$ cat config.mk
export PLATFORM = sky130hd
export DESIGN_NAME = coeff_load_ctrl
export DESIGN_NICKNAME = d
export VERILOG_FILES = /design/src/rtl/coeff_load_ctrl.sv
export SDC_FILE = /design/constraint.sdc
export NUM_CORES = 1
export LEC_CHECK = 0
export BUFFER_PORTS_ARGS = -buffer_cell sky130_fd_sc_hd__buf_2
export CORE_MARGIN = 3
export CORE_UTILIZATION = 65
export DETAILED_ROUTE_END_ITERATION = 8
export HOLD_SLACK_MARGIN = 0.06
export PLACE_DENSITY = 0.94
export SLEW_MARGIN = 25
export SYNTH_ARGS = -nofsm -noshare
export SYNTH_HDL_FRONTEND = slang
export SYNTH_SLANG_ARGS = --single-unit
$ cat constraint.sdc
create_clock -name iClk12M -period 6.8 [get_ports iClk12M]
set_input_delay 1.36 -clock iClk12M [delete_from_list [all_inputs] [get_ports iClk12M]]
set_output_delay 1.36 -clock iClk12M [all_outputs]
set_load 0.005 [all_outputs]
$ cat src/rtl/coeff_load_ctrl.sv
// rtl/coeff_load_ctrl.sv - buffers a host coefficient set and replays it as a gap-free SRAM write burst
module coeff_load_ctrl #(
  parameter int MAX_COEFF = 40,
  parameter int DW        = 16,
  parameter int AW        = 6
) (
  input  logic          iClk12M,
  input  logic          iRsn,
  input  logic          iCfgStart,
  input  logic [AW-1:0] iCfgNum,
  input  logic          iCfgValid,
  input  logic [DW-1:0] iCfgData,
  output logic          oCfgReady,
  input  logic          iHold,
  output logic          oCoeffUpdateFlag,
  output logic [AW-1:0] oAddrRam,
  output logic [DW-1:0] oWrDtRam,
  output logic [AW-1:0] oNumOfCoeff,
  output logic          oBusy,
  output logic          oDone,
  output logic          oErr
);

  localparam logic [AW-1:0] LP_MAX = AW'(MAX_COEFF);
  localparam logic [AW-1:0] LP_ONE = AW'(1);

  typedef enum logic [2:0] {
    ST_IDLE,
    ST_COLLECT,
    ST_WAIT,
    ST_BURST,
    ST_GAP
  } state_t;

  state_t        r_state;
  state_t        w_next;
  logic [AW-1:0] r_wptr;
  logic [AW-1:0] r_rptr;
  logic [AW-1:0] r_num;
  logic [1:0]    r_gcnt;
  logic          r_err;
  logic [DW-1:0] r_mem [MAX_COEFF];

  logic          r_cfg_ready;
  logic          r_flag;
  logic [AW-1:0] r_addr;
  logic [DW-1:0] r_data;
  logic          r_done;

  logic          w_start_ok;
  logic          w_wr;
  logic          w_last_wr;
  logic          w_last_rd;
  logic          w_ready_nxt;
  logic          w_flag_nxt;
  logic [AW-1:0] w_addr_nxt;
  logic [DW-1:0] w_data_nxt;
  logic          w_done_nxt;

  assign w_start_ok = iCfgStart && (iCfgNum != '0) && (iCfgNum <= LP_MAX);
  assign w_wr       = (r_state == ST_COLLECT) && iCfgValid && r_cfg_ready;
  assign w_last_wr  = w_wr && (r_wptr == (r_num - LP_ONE));
  assign w_last_rd  = (r_rptr == (r_num - LP_ONE));

  assign oCfgReady        = r_cfg_ready;
  assign oCoeffUpdateFlag = r_flag;
  assign oAddrRam         = r_addr;
  assign oWrDtRam         = r_data;
  assign oNumOfCoeff      = r_num;
  assign oBusy            = (r_state != ST_IDLE);
  assign oDone            = r_done;
  assign oErr             = r_err;

  // State register
  always_ff @(posedge iClk12M) begin
    if (!iRsn) begin
      r_state <= ST_IDLE;
    end else begin
      r_state <= w_next;
    end
  end

  // Next-state decode; GAP holds three state cycles because burst outputs trail the read pointer by one
  always_comb begin
    w_next = r_state;
    case (r_state)
      ST_IDLE:    if (w_start_ok) w_next = ST_COLLECT;
      ST_COLLECT: if (w_last_wr)  w_next = ST_WAIT;
      ST_WAIT:    if (!iHold)     w_next = ST_BURST;
      ST_BURST:   if (w_last_rd)  w_next = ST_GAP;
      ST_GAP:     if (r_gcnt == 2'd2) w_next = ST_IDLE;
      default:    w_next = ST_IDLE;
    endcase
  end

  // Next values of the registered outputs; addr/data are forced to zero outside the burst
  always_comb begin
    w_ready_nxt = (w_next == ST_COLLECT);
    w_flag_nxt  = (r_state == ST_BURST);
    w_addr_nxt  = '0;
    w_data_nxt  = '0;
    if (w_flag_nxt) begin
      w_addr_nxt = r_rptr;
      w_data_nxt = r_mem[r_rptr];
    end
    w_done_nxt  = (r_state == ST_GAP) && (r_gcnt == 2'd1);
  end

  // Output registers
  always_ff @(posedge iClk12M) begin
    if (!iRsn) begin
      r_cfg_ready <= 1'b0;
      r_flag      <= 1'b0;
      r_addr      <= '0;
      r_data      <= '0;
      r_done      <= 1'b0;
    end else begin
      r_cfg_ready <= w_ready_nxt;
      r_flag      <= w_flag_nxt;
      r_addr      <= w_addr_nxt;
      r_data      <= w_data_nxt;
      r_done      <= w_done_nxt;
    end
  end

  // Pointers, gap counter, latched count and sticky error; pointers saturate at N-1
  always_ff @(posedge iClk12M) begin
    if (!iRsn) begin
      r_wptr <= '0;
      r_rptr <= '0;
      r_num  <= '0;
      r_gcnt <= '0;
      r_err  <= 1'b0;
    end else begin
      if (r_state == ST_IDLE && w_start_ok) begin
        r_wptr <= '0;
        r_num  <= iCfgNum;
      end else if (w_wr && !w_last_wr) begin
        r_wptr <= r_wptr + LP_ONE;
      end

      if (r_state == ST_WAIT) begin
        r_rptr <= '0;
      end else if (r_state == ST_BURST && !w_last_rd) begin
        r_rptr <= r_rptr + LP_ONE;
      end

      if (r_state == ST_BURST) begin
        r_gcnt <= '0;
      end else if (r_state == ST_GAP) begin
        r_gcnt <= r_gcnt + 2'd1;
      end

      if (iCfgStart) begin
        r_err <= !((r_state == ST_IDLE) && w_start_ok);
      end
    end
  end

  // Coefficient buffer; contents survive reset and are only read after being written
  always_ff @(posedge iClk12M) begin
    if (iRsn && w_wr) begin
      r_mem[r_wptr] <= iCfgData;
    end
  end

endmodule

==> impl_metrics.csv, run 1 <==
group,metric,value,unit
clocking,clkTransAtPathRegs,0.07,ns
synthesis,syn_nets,1331,
synthesis,synth_cells,1299,
clocking,cts_hold_buf,0,
run,drv_cap,0,
floorplanning,io_pins,60,
routing,drt_wl_total,73100,µm
power_and_ir_drop,internal_power,0.00649,W
clocking,clockBufferDepth,3,
floorplanning,rows,73,
worst_setup_path,startpoint_type,"input pin",
clocking,cts-root-buf,"clkbuf_16",
timing,relSlewSlack,0.275,
synthesis,synth_compound_area_frac,0.0267,
floorplanning,core_area,40100,µm²
grt,grt_pass1_vias,14500,
status,status,"finished clean",
power_and_ir_drop,leakage,9.15,nW
worst_setup_path,path_max_fanout,16,
power_and_ir_drop,combPwrFrac,0.017,
routing,vias_per_cell,7.51,
worst_hold_path,holdPathStages,2,
timing,finalSetupViolations,0,
grt,grt_antenna_before_repair,3,
synthesis,synthArstFlopShare,0,
worst_setup_path,startpoint,"iRsn",
place,dp_hpwl,38400,µm
clocking,cts_setup_buffers,0,
power_and_ir_drop,power.share.clock,0.415,
timing,fin_ws,2.96,ns
place,place_congestion,0.853,
timing,max_freq,261,MHz
worst_setup_path,worstReg2RegEnd,"r_mem[29][3]",
power_and_ir_drop,ir_drop,0.263,mV
clocking,cts_resized,0,
power_and_ir_drop,p_per_area,277,nW/µm²
worst_setup_path,cp-end-kind,"register",
cells_and_area,syn2layout_area_growth,11.0,%
routing,drt-initial-drc-count,3010,
timing,setup_tns,0,ns
cells_and_area,n_fill_cell,1926,
clocking,cts.sinks,689,
worst_setup_path,rrSetupSlack,3.27,ns
floorplanning,die_w,208,µm
routing,drc,0,
timing,rsz0062_at_grt,"no",
grt,grt_use_total,0.342,
place,port_buffers,59,
worst_setup_path,rr_worst_depth,6,
place,pre_cts_ws,2.54,ns
timing,fin_crit_sh,0.565,
grt,grt_overflow,0,
floorplanning,die_height,208,µm
synthesis,post_synth.cell_area_avg,20.5,µm²
cells_and_area,drive_gt1_frac,0.260,
synthesis,yosys.area_share.simple,0.0400,
grt,grt_max_degree,144,
synthesis,synth_xor_xnor_area_share,0.00597,
clocking,clock_latency,0.66,ns
worst_hold_path,whs_endpoint,"oErr",
clocking,numCtsBuffers,61,
synthesis,netlist_area,26600,µm²
timing,whs,0.511,ns
power_and_ir_drop,pwr-share-seq,0.568,
synthesis,yosys_warnings,0,
routing,ant_nets,0,
floorplanning,start_util,0.663,
timing,worst_pin_slew,1.09,ns
cells_and_area,multi_input_area,6030,µm²
synthesis,synth_edf_count,640,
worst_setup_path,arrival,4.09,ns
grt,grt_pass1_wl,106000,µm
clocking,cts_tree,"done",
routing,first_pass_iters,8,
worst_setup_path,r2r-start,"r_state[0]",
worst_setup_path,required,7.05,ns
worst_hold_path,min_from,"oErr",
synthesis,ys_ff_latch,689,
cells_and_area,fin_nets,1425,
worst_hold_path,hold_class,"reg -> reg",
routing,vias,14800,
synthesis,synth_top_family_by_area,"multiplexers",
routing,post_drt_wl_per_cell,37.1,µm
clocking,htreeDepth,2,
timing,finalMaxSlewViolations,0,
power_and_ir_drop,power_switching,0.00167,W
synthesis,ys.flop_type,"edfxtp_1",
timing,fin_crit,3.84,ns
synthesis,synthAdderAreaFrac,0.00235,
synthesis,ys_seq_area_frac,0.759,
cells_and_area,ff_latch_area,20200,µm²
worst_setup_path,crit_type,"in -> reg",
floorplanning,die_area,43400,µm²
synthesis,yosys-mux-area-fraction,0.151,
timing,finClkSkew,0.0394,ns
synthesis,yosysUniqueCellTypes,49,
power_and_ir_drop,sw_frac_of_total,0.205,
timing,hold_violations,0,
[sequential cells by signal, summed over array words and instances (netlist names)]
name              count
oAddrRam              6
r_state               3
oErr                  1
oNumOfCoeff           6
r_mem               640
r_gcnt                2
oDone                 1
oWrDtRam             16
oCoeffUpdateFlag      1
oCfgReady             1
r_rptr                6
r_wptr                6
[synthesized netlist by cell type, types with 2 or more instances]
cell	instances	area, µm²
nand2b_1	8	50.1
o21ai_1	5	25.0
or3b_1	2	17.5
nand3b_1	5	37.5
nand4b_1	2	17.5
buf_2	22	110
xnor3_1	2	45.0
or3_1	10	62.6
inv_1	14	52.6
mux2i_1	19	190
a22oi_1	44	330
a31oi_1	2	12.5
and2_1	3	18.8
nor3_1	9	45.0
xnor2_1	6	52.6
dfxtp_1	49	981
a211oi_1	3	22.5
a211o_1	2	17.5
o21ai_0	2	10.0
o21bai_1	2	15.0
nor3b_2	2	25.0
o31ai_1	3	22.5
mux4_2	170	3830
nand3_1	21	105
nand2_1	63	236
buf_1	12	45.0
edfxtp_1	640	19200
nor2b_1	7	43.8
and4_1	8	70.1
clkbuf_1	28	105
xor2_1	7	61.3
and3_1	6	37.5
buf_4	5	37.5
buf_6	3	33.8
nor2_1	59	221
a21oi_1	32	160
nand4_1	6	37.5
ha_1	5	62.6
[logic make-up after synthesis]
logic type                 Yosys count
AOI/OAI and AO/OA                  101
xor gates and xnor gates            15
adders and majority gates            5
buffers and inverters               85
DFF                                689
muxes                              189
and+or+nand+nor                    215
[worst max-delay path, cell delays in order]
cell and delay (ns):
buf_2 0.24, clkinv_1 0.28, nor3_1 0.79, nand3_1 0.50, nor2_2 0.91
[power groups by stage]
stage	combinational [W]	clock, W	sequential, W
2_1_floorplan	0.0000459	0	0.00472
3_3_place_gp	0.000121	0	0.00473
3_5_place_dp	0.000134	0	0.00473
4_1_cts	0.000138	0.00340	0.00464
5_1_grt	0.000148	0.00354	0.00464
6_report	0.000141	0.00339	0.00464
[per-layer routing]
layer / share of wire / track usage / vias up / wire, µm
li1: - / - / 5529 / -
met1: 0.31 / 0.454 / 7419 / 23000
met2: 0.49 / 0.547 / 1568 / 35800
met3: 0.13 / 0.0778 / 284 / 9590
met4: 0.063 / 0.171 / 4 / 4590
met5: 0.00079 / 0 / - / 58
[metrics by stage]
stage / std cells / total power [W] / cell area (µm²) / util
3_3_place_gp: 1855 / 0.00485 / 27600 / 0.688
3_5_place_dp: 1855 / 0.00486 / 27600 / 0.688
6_report: 1971 / 0.00816 / 29500 / 0.736
5_1_grt: 1970 / 0.00832 / 29500 / 0.736
4_1_cts: 1970 / 0.00818 / 29500 / 0.736
2_1_floorplan: 1299 / 0.00477 / 26600 / -
[placed cells by master (no fill, tap or decap), types with 5 or more instances in the layout]
| cell | netlist | routed |
|---|---|---|
| a22oi_1 | 44 | 44 |
| buf_4 | 5 | 40 |
| nand2_1 | 63 | 63 |
| nor2_2 | 0 | 5 |
| and4_1 | 8 | 8 |
| clkinv_2 | 0 | 9 |
| nand4_1 | 6 | 6 |
| mux2i_1 | 19 | 19 |
| clkbuf_1 | 28 | 18 |
| o21ai_1 | 5 | 5 |
| edfxtp_1 | 640 | 640 |
| ha_1 | 5 | 5 |
| xor2_1 | 7 | 7 |
| nor2_1 | 59 | 54 |
| clkinv_1 | 1 | 12 |
| a21oi_1 | 32 | 32 |
| buf_2 | 22 | 59 |
| xnor2_1 | 6 | 6 |
| mux4_2 | 170 | 170 |
| nor3_1 | 9 | 9 |
| nand3_1 | 21 | 21 |
| and3_1 | 6 | 6 |
| or3_1 | 10 | 10 |
| clkbuf_16 | 0 | 62 |
| dfxtp_1 | 49 | 45 |
| inv_1 | 14 | 14 |
| nand2b_1 | 8 | 8 |
| clkbuf_8 | 0 | 7 |
| nand3b_1 | 5 | 5 |
[worst max-delay path by stage]
stage	end	slack, ns	cells past startpoint
floorplan	r_mem[11][0]	3.41	6
global placement	r_mem[29][3]	2.47	5
detailed placement	r_mem[29][3]	2.54	5
CTS	r_mem[25][13]	3.11	5
global route	r_mem[29][1]	2.76	5
finish	r_mem[29][3]	2.96	5
[area by class of cell]
class	count	area share
antenna	1	0.0000848
clock buffer	87	0.0581
clock inverter	28	0.00720
inverter	15	0.00191
multi-input combinational	525	0.204
sequential	689	0.685
tap	525	0.0222
timing repair buffer	101	0.0215
(Power assumes the default switching activity.)
==> run 2: changes to the inputs <==
--- a/config.mk
+++ b/config.mk
@@ -7,10 +7,10 @@
 export LEC_CHECK = 0
 export BUFFER_PORTS_ARGS = -buffer_cell sky130_fd_sc_hd__buf_2
 export CORE_MARGIN = 3
-export CORE_UTILIZATION = 65
+export CORE_UTILIZATION = 56
 export DETAILED_ROUTE_END_ITERATION = 8
 export HOLD_SLACK_MARGIN = 0.06
-export PLACE_DENSITY = 0.94
+export PLACE_DENSITY = 0.87
 export SLEW_MARGIN = 25
 export SYNTH_ARGS = -nofsm -noshare
 export SYNTH_HDL_FRONTEND = slang
==> constraint.sdc (replaced) <==
create_clock -name iClk12M -period 3.3 [get_ports iClk12M]
set_input_delay 0.66 -clock iClk12M [delete_from_list [all_inputs] [get_ports iClk12M]]
set_output_delay 0.66 -clock iClk12M [all_outputs]
set_load 0.005 [all_outputs]
==> run 2 against run 1 <==
  * Worst hold slack got worse by 0.20 ns
  * Via count down 2.6%
  * Clock-buffer cell count up 3
  * Non-clock buffer count is 48 higher
  * Total power grew 110%
  * Register-to-register slack lost 2.8 ns
  * Critical path depth unchanged
  * Sequential power is 110% higher
  * Combinational power grew 98%
  * Largest cell class unchanged
==> impl_metrics.csv, run 2 (synthesized netlist as in run 1, its figures left out) <==
group,metric,value,unit
worst_setup_path,rrSetupSlack,0.50,ns
power_and_ir_drop,internal_power,0.0141,W
cells_and_area,final_cell_mix,"640 x edfxtp_1, 170 x mux4_2, 86 x buf_4, 67 x clkbuf_16, 63 x nand2_1",
routing,vias_per_cell,6.85,
routing,drt-initial-drc-count,2433,
cells_and_area,largest_reg_flops,640,
power_and_ir_drop,ir_drop,0.336,mV
power_and_ir_drop,p_total,0.0175,W
worst_setup_path,startpoint_type,"register",
timing,finClkSkew,0.0327,ns
clocking,cts_setup_buffers,0,
timing,finalMaxSlewViolations,0,
worst_setup_path,path_max_fanout,38,
worst_setup_path,critPathSlowestCell,"dfxtp_4",
timing,rsz0062_at_grt,"no",
routing,post_drt_wl_per_cell,31.8,µm
worst_setup_path,critPathMaxStageDelay,0.86,ns
floorplanning,io_pins,60,
grt,grt_max_degree,41,
power_and_ir_drop,power_switching,0.00337,W
clocking,cts-root-buf,"clkbuf_16",
cells_and_area,final_util,0.647,
clocking,clock_latency,0.58,ns
cells_and_area,drive_gt1_frac,0.280,
power_and_ir_drop,pwr-share-seq,0.546,
grt,grt_use_total,0.273,
clocking,htreeDepth,3,
clocking,numCtsBuffers,66,
routing,first_pass_iters,5,
routing,drt_wl_total,67000,µm
timing,hold_violations,0,
power_and_ir_drop,power.share.clock,0.438,
floorplanning,die_area,50200,µm²
floorplanning,core_area,46800,µm²
timing,setup_tns,0,ns
worst_setup_path,crit_family,"flip-flops",
worst_setup_path,cp-end-kind,"register",
clocking,cts_tree,"done",
power_and_ir_drop,combPwrFrac,0.016,
status,status,"finished clean",
cells_and_area,fin_nets,1478,
clocking,cts_hold_buf,0,
timing,fin_crit,2.80,ns
grt,grt_overflow,0,
grt,grt_pass1_wl,99500,µm
place,place_congestion,0.868,
routing,ant_nets,0,
worst_setup_path,crit_type,"reg -> reg",
timing,finalSetupViolations,0,
cells_and_area,final_cells,2105,
power_and_ir_drop,sw_frac_of_total,0.192,
timing,relSlewSlack,0.279,
grt,grt_antenna_before_repair,0,
timing,fin_crit_sh,0.849,
clocking,clkTransAtPathRegs,0.07,ns
cells_and_area,layout_commonest_cell,"edfxtp_1",
floorplanning,die_w,224,µm
clocking,clockBufferDepth,3,
worst_setup_path,arrival,3.27,ns
floorplanning,start_util,0.569,
worst_setup_path,critPathBufInv,1,
cells_and_area,regMostFlops,"r_mem",
grt,grt_pass1_vias,14500,
clocking,cts_resized,0,
floorplanning,die_height,224,µm
worst_setup_path,required,3.77,ns
power_and_ir_drop,p_per_area,578,nW/µm²
routing,drc,0,
place,dp_hpwl,38200,µm
clocking,cts.sinks,689,
worst_hold_path,hold_class,"in -> reg",
place,place_inst,1985,
power_and_ir_drop,leakage,9.52,nW
timing,max_freq,357,MHz
routing,vias,14400,
timing,worst_pin_slew,1.08,ns
run,drv_cap,0,
worst_setup_path,crit_chain,"buf_4, mux4_2, a22oi_1, nand3_1, and4_1",
floorplanning,rows,79,
cells_and_area,syn2layout_area_growth,13.6,%
place,port_buffers,59,
run 2: cell types whose count changed in the layout (fill, tap and decap cells not counted), sizes merged:
cell      before  now
clkinvlp       2    0
buf          101  149
clkinv        24   18
clkbuf        87   90
inv           15   17
bufinv         2    9
run 2: tightest hold or removal path, delay by kind of cell:
family,cells,cell delay (ns)
and+or+nand+nor,2,0.11
buffers and inverters,1,0.09
run 2: area by class of cell:
type                            count  area, µm²
Clock buffer                       90       1790
Sequential cell                   689      20200
Multi-Input combinational cell    525       6010
Tap cell                          607        759
Timing Repair Buffer              149       1020
Fill cell                        2780      16500
Clock inverter                     29        369
Antenna cell                        1       2.50
Inverter                           15       56.3
run 2: worst paths after layout:
path              startpoint          end  cells after the start
setup reg to reg   r_rptr[0]  oWrDtRam[1]                      5
hold reg to reg         oErr         oErr                      2
setup / recovery   r_rptr[0]  oWrDtRam[1]                      5
hold / removal     iCfgStart         oErr                      3
run 2: stage by stage:
stage,worst slack [ns],hold WS (ns),area [µm²]
floorplan,0.607,0.461,26600
global placement,0.581,0.445,28100
detailed placement,0.555,0.462,28100
CTS,0.506,0.291,30200
global route,0.317,0.325,30200
finish,0.498,0.308,30200
run 2: per-layer routing:
layer | track usage | routed length (µm) | up-vias
li1 | - | - | 5630
met1 | 0.358 | 22500 | 7326
met2 | 0.457 | 33800 | 1255
met3 | 0.0613 | 7800 | 208
met4 | 0.102 | 2870 | 0
met5 | 0 | 0 | -
run 2: power groups by stage:
stage	Sequential [W]	Combinational, W	Clock, W
5_1_grt	0.00955	0.000300	0.00803
3_3_place_gp	0.00974	0.000255	0
3_5_place_dp	0.00974	0.000274	0
2_1_floorplan	0.00974	0.0000947	0
4_1_cts	0.00956	0.000278	0.00771
6_report	0.00956	0.000279	0.00765
==> run 3: changes to the inputs <==
--- a/config.mk
+++ b/config.mk
@@ -7,10 +7,10 @@
 export LEC_CHECK = 0
 export BUFFER_PORTS_ARGS = -buffer_cell sky130_fd_sc_hd__buf_2
 export CORE_MARGIN = 3
-export CORE_UTILIZATION = 56
+export CORE_UTILIZATION = 62
 export DETAILED_ROUTE_END_ITERATION = 8
 export HOLD_SLACK_MARGIN = 0.06
-export PLACE_DENSITY = 0.87
+export PLACE_DENSITY = 0.91
 export SLEW_MARGIN = 25
 export SYNTH_ARGS = -nofsm -noshare
 export SYNTH_HDL_FRONTEND = slang
==> constraint.sdc (replaced) <==
create_clock -name iClk12M -period 2.73 [get_ports iClk12M]
set_input_delay 0.546 -clock iClk12M [delete_from_list [all_inputs] [get_ports iClk12M]]
set_output_delay 0.546 -clock iClk12M [all_outputs]
set_load 0.005 [all_outputs]
==> run 3 against run 2 <==
  * The flow now finishes with violations (negative setup slack)
  * Die area fell by 9.4%
  * Worst hold slack got worse by 0.14 ns
  * Largest power group unchanged
  * Worst setup slack got worse by 0.62 ns
  * Fmax fell by 1.6%
  * Via count rose by 3.8%
  * Critical path type unchanged
  * Critical path depth did not move
  * Cell count fell by 2.8%
  * Clock power rose by 8.8%
  * Global-route usage rose by 5.8 points
  * Clock skew rose by 0.00081 ns
==> impl_metrics.csv, run 3 (synthesized netlist as in run 1, its figures left out) <==
group,metric,value,unit
status,status,"finished with violations",
status,violations,"negative setup slack",
cells_and_area,syn2layout_area_growth,13.4,%
routing,drt-initial-drc-count,2525,
timing,finClkSkew,0.0335,ns
floorplanning,io_pins,60,
cells_and_area,final_cell_mix,"640 x edfxtp_1, 170 x mux4_2, 88 x buf_4, 63 x nand2_1, 63 x clkbuf_16",
cells_and_area,final_cells,2047,
worst_setup_path,critPathBufInv,0,
routing,drt_wl_total,73400,µm
cells_and_area,design_area,30200,µm²
cells_and_area,layout_commonest_cell,"edfxtp_1",
place,pre_cts_ws,0.0532,ns
grt,grt_max_degree,44,
timing,fin_ws,-0.119,ns
timing,fin_crit,2.85,ns
routing,vias_per_cell,7.31,
clocking,clockBufferDepth,3,
grt,grt_use_total,0.332,
worst_setup_path,rrSetupSlack,-0.12,ns
worst_hold_path,hold_class,"in -> reg",
routing,vias,15000,
timing,rsz0062_at_grt,"no",
clocking,clkTransAtPathRegs,0.07,ns
worst_hold_path,holdPathStages,3,
floorplanning,core_area,42100,µm²
worst_setup_path,crit_type,"reg -> reg",
timing,finalSetupViolations,1,
floorplanning,start_util,0.631,
timing,max_freq,351,MHz
timing,relSlewSlack,0.234,
cells_and_area,largest_reg_flops,640,
place,place_area,28200,µm²
worst_setup_path,path_max_fanout,10,
timing,finalMaxSlewViolations,0,
floorplanning,die_height,213,µm
cells_and_area,drive_gt1_frac,0.293,
power_and_ir_drop,leakage,9.53,nW
routing,post_drt_wl_per_cell,35.8,µm
cells_and_area,regMostFlops,"r_mem",
worst_setup_path,startpoint_type,"register",
place,place_congestion,0.927,
worst_setup_path,rr_worst_depth,5,
place,place_inst,1928,
routing,first_pass_iters,6,
clocking,numCtsBuffers,61,
power_and_ir_drop,ir_drop,0.497,mV
floorplanning,die_area,45400,µm²
worst_setup_path,worstReg2RegEnd,"oWrDtRam[6]",
floorplanning,die_w,213,µm
clocking,cts.sinks,689,
timing,worst_pin_slew,1.15,ns
power_and_ir_drop,p_per_area,670,nW/µm²
worst_setup_path,r2r-start,"r_rptr[2]",
clocking,htreeDepth,2,
place,dp_hpwl,40200,µm
grt,grt_pass1_wl,106000,µm
grt,grt_overflow,0,
cells_and_area,multi_input_area,6030,µm²
place,port_buffers,59,
floorplanning,rows,75,
cells_and_area,n_fill_cell,2130,
routing,ant_nets,0,
worst_setup_path,arrival,3.42,ns
run,drv_cap,0,
worst_hold_path,min_from,"iCfgNum[4]",
timing,hold_violations,0,
timing,fin_crit_sh,1.04,
grt,grt_antenna_before_repair,4,
worst_setup_path,critPathMaxStageDelay,0.92,ns
cells_and_area,fin_nets,1489,
worst_setup_path,cp-end-kind,"register",
worst_setup_path,crit_chain,"nor2b_1, a22oi_1, a21oi_1, a211oi_1, nor2_1",
worst_hold_path,whs_endpoint,"oNumOfCoeff[4]",
grt,grt_pass1_vias,14900,
routing,drc,0,
clocking,cts-root-buf,"clkbuf_16",
clocking,clock_latency,0.64,ns
cells_and_area,ff_latch_area,20200,µm²
worst_setup_path,required,3.30,ns
clocking,cts_tree,"done",
worst_setup_path,critPathSlowestCell,"nor2b_1",
worst_setup_path,crit_family,"simple AND/OR/NAND/NOR gates",
## run 3: cell count changes in the layout (fill, tap and decap cells not counted), sizes merged
cell,delta
buf,+16
clkbuf,-14
clkinv,+12
bufinv,-6
clkinvlp,+4
inv,-2
## run 3: metrics by stage
| step | util | hold slack (ns) | power (W) | setup TNS (ns) |
|---|---|---|---|---|
| 2_1_floorplan | - | 0.461 | 0.0119 | 0 |
| 3_3_place_gp | 0.670 | 0.446 | 0.0121 | 0 |
| 3_5_place_dp | 0.670 | 0.463 | 0.0121 | 0 |
| 4_1_cts | 0.715 | 0.166 | 0.0202 | 0 |
| 5_1_grt | 0.716 | 0.165 | 0.0206 | 0 |
| 6_report | 0.716 | 0.165 | 0.0202 | -0.119 |
## run 3: power breakdown
part / internal (W) / switching (W) / total [W]
logic: 0.0000764 / 0.000279 / 0.000356
clock network: 0.00450 / 0.00382 / 0.00832
registers: 0.0115 / 0.0000193 / 0.0115
## run 3: worst max-delay path by stage
stage | from | end | cells after the start
final | r_rptr[2] | oWrDtRam[6] | 5
after global routing | r_state[1] | r_mem[18][15] | 8
after CTS | r_state[0] | r_mem[27][8] | 8
after detailed placement | iCfgValid | r_mem[14][3] | 9
after global placement | iCfgValid | r_mem[15][5] | 9
after floorplan | iCfgValid | r_mem[14][0] | 6
## run 3: per-layer routing
layer / share of wire / global-route usage / up-vias
li1: - / - / 5645
met5: 0.00031 / 0 / -
met2: 0.50 / 0.546 / 1513
met4: 0.069 / 0.168 / 4
met3: 0.13 / 0.0934 / 343
met1: 0.31 / 0.409 / 7468
## run 3: tightest hold or removal path, cell delays in order
cell and delay, ns:
buf_2 0.11, nand2_1 0.05, a21oi_1 0.05
## run 3: final cells by class
cell class	count	share of cell area
Sequential cell	689	0.670
Multi-Input combinational cell	525	0.200
Clock buffer	76	0.0539
Timing Repair Buffer	165	0.0436
Tap cell	539	0.0223
Clock inverter	37	0.00871
Inverter	15	0.00187
Antenna cell	1	0.0000829
## run 3: timing repair
action / CTS / global route
resized for setup: 0 / 4
buffers inserted: 0 / 5
endpoints found under the setup margin: 0 / 261
hold buffers: 0 / 0
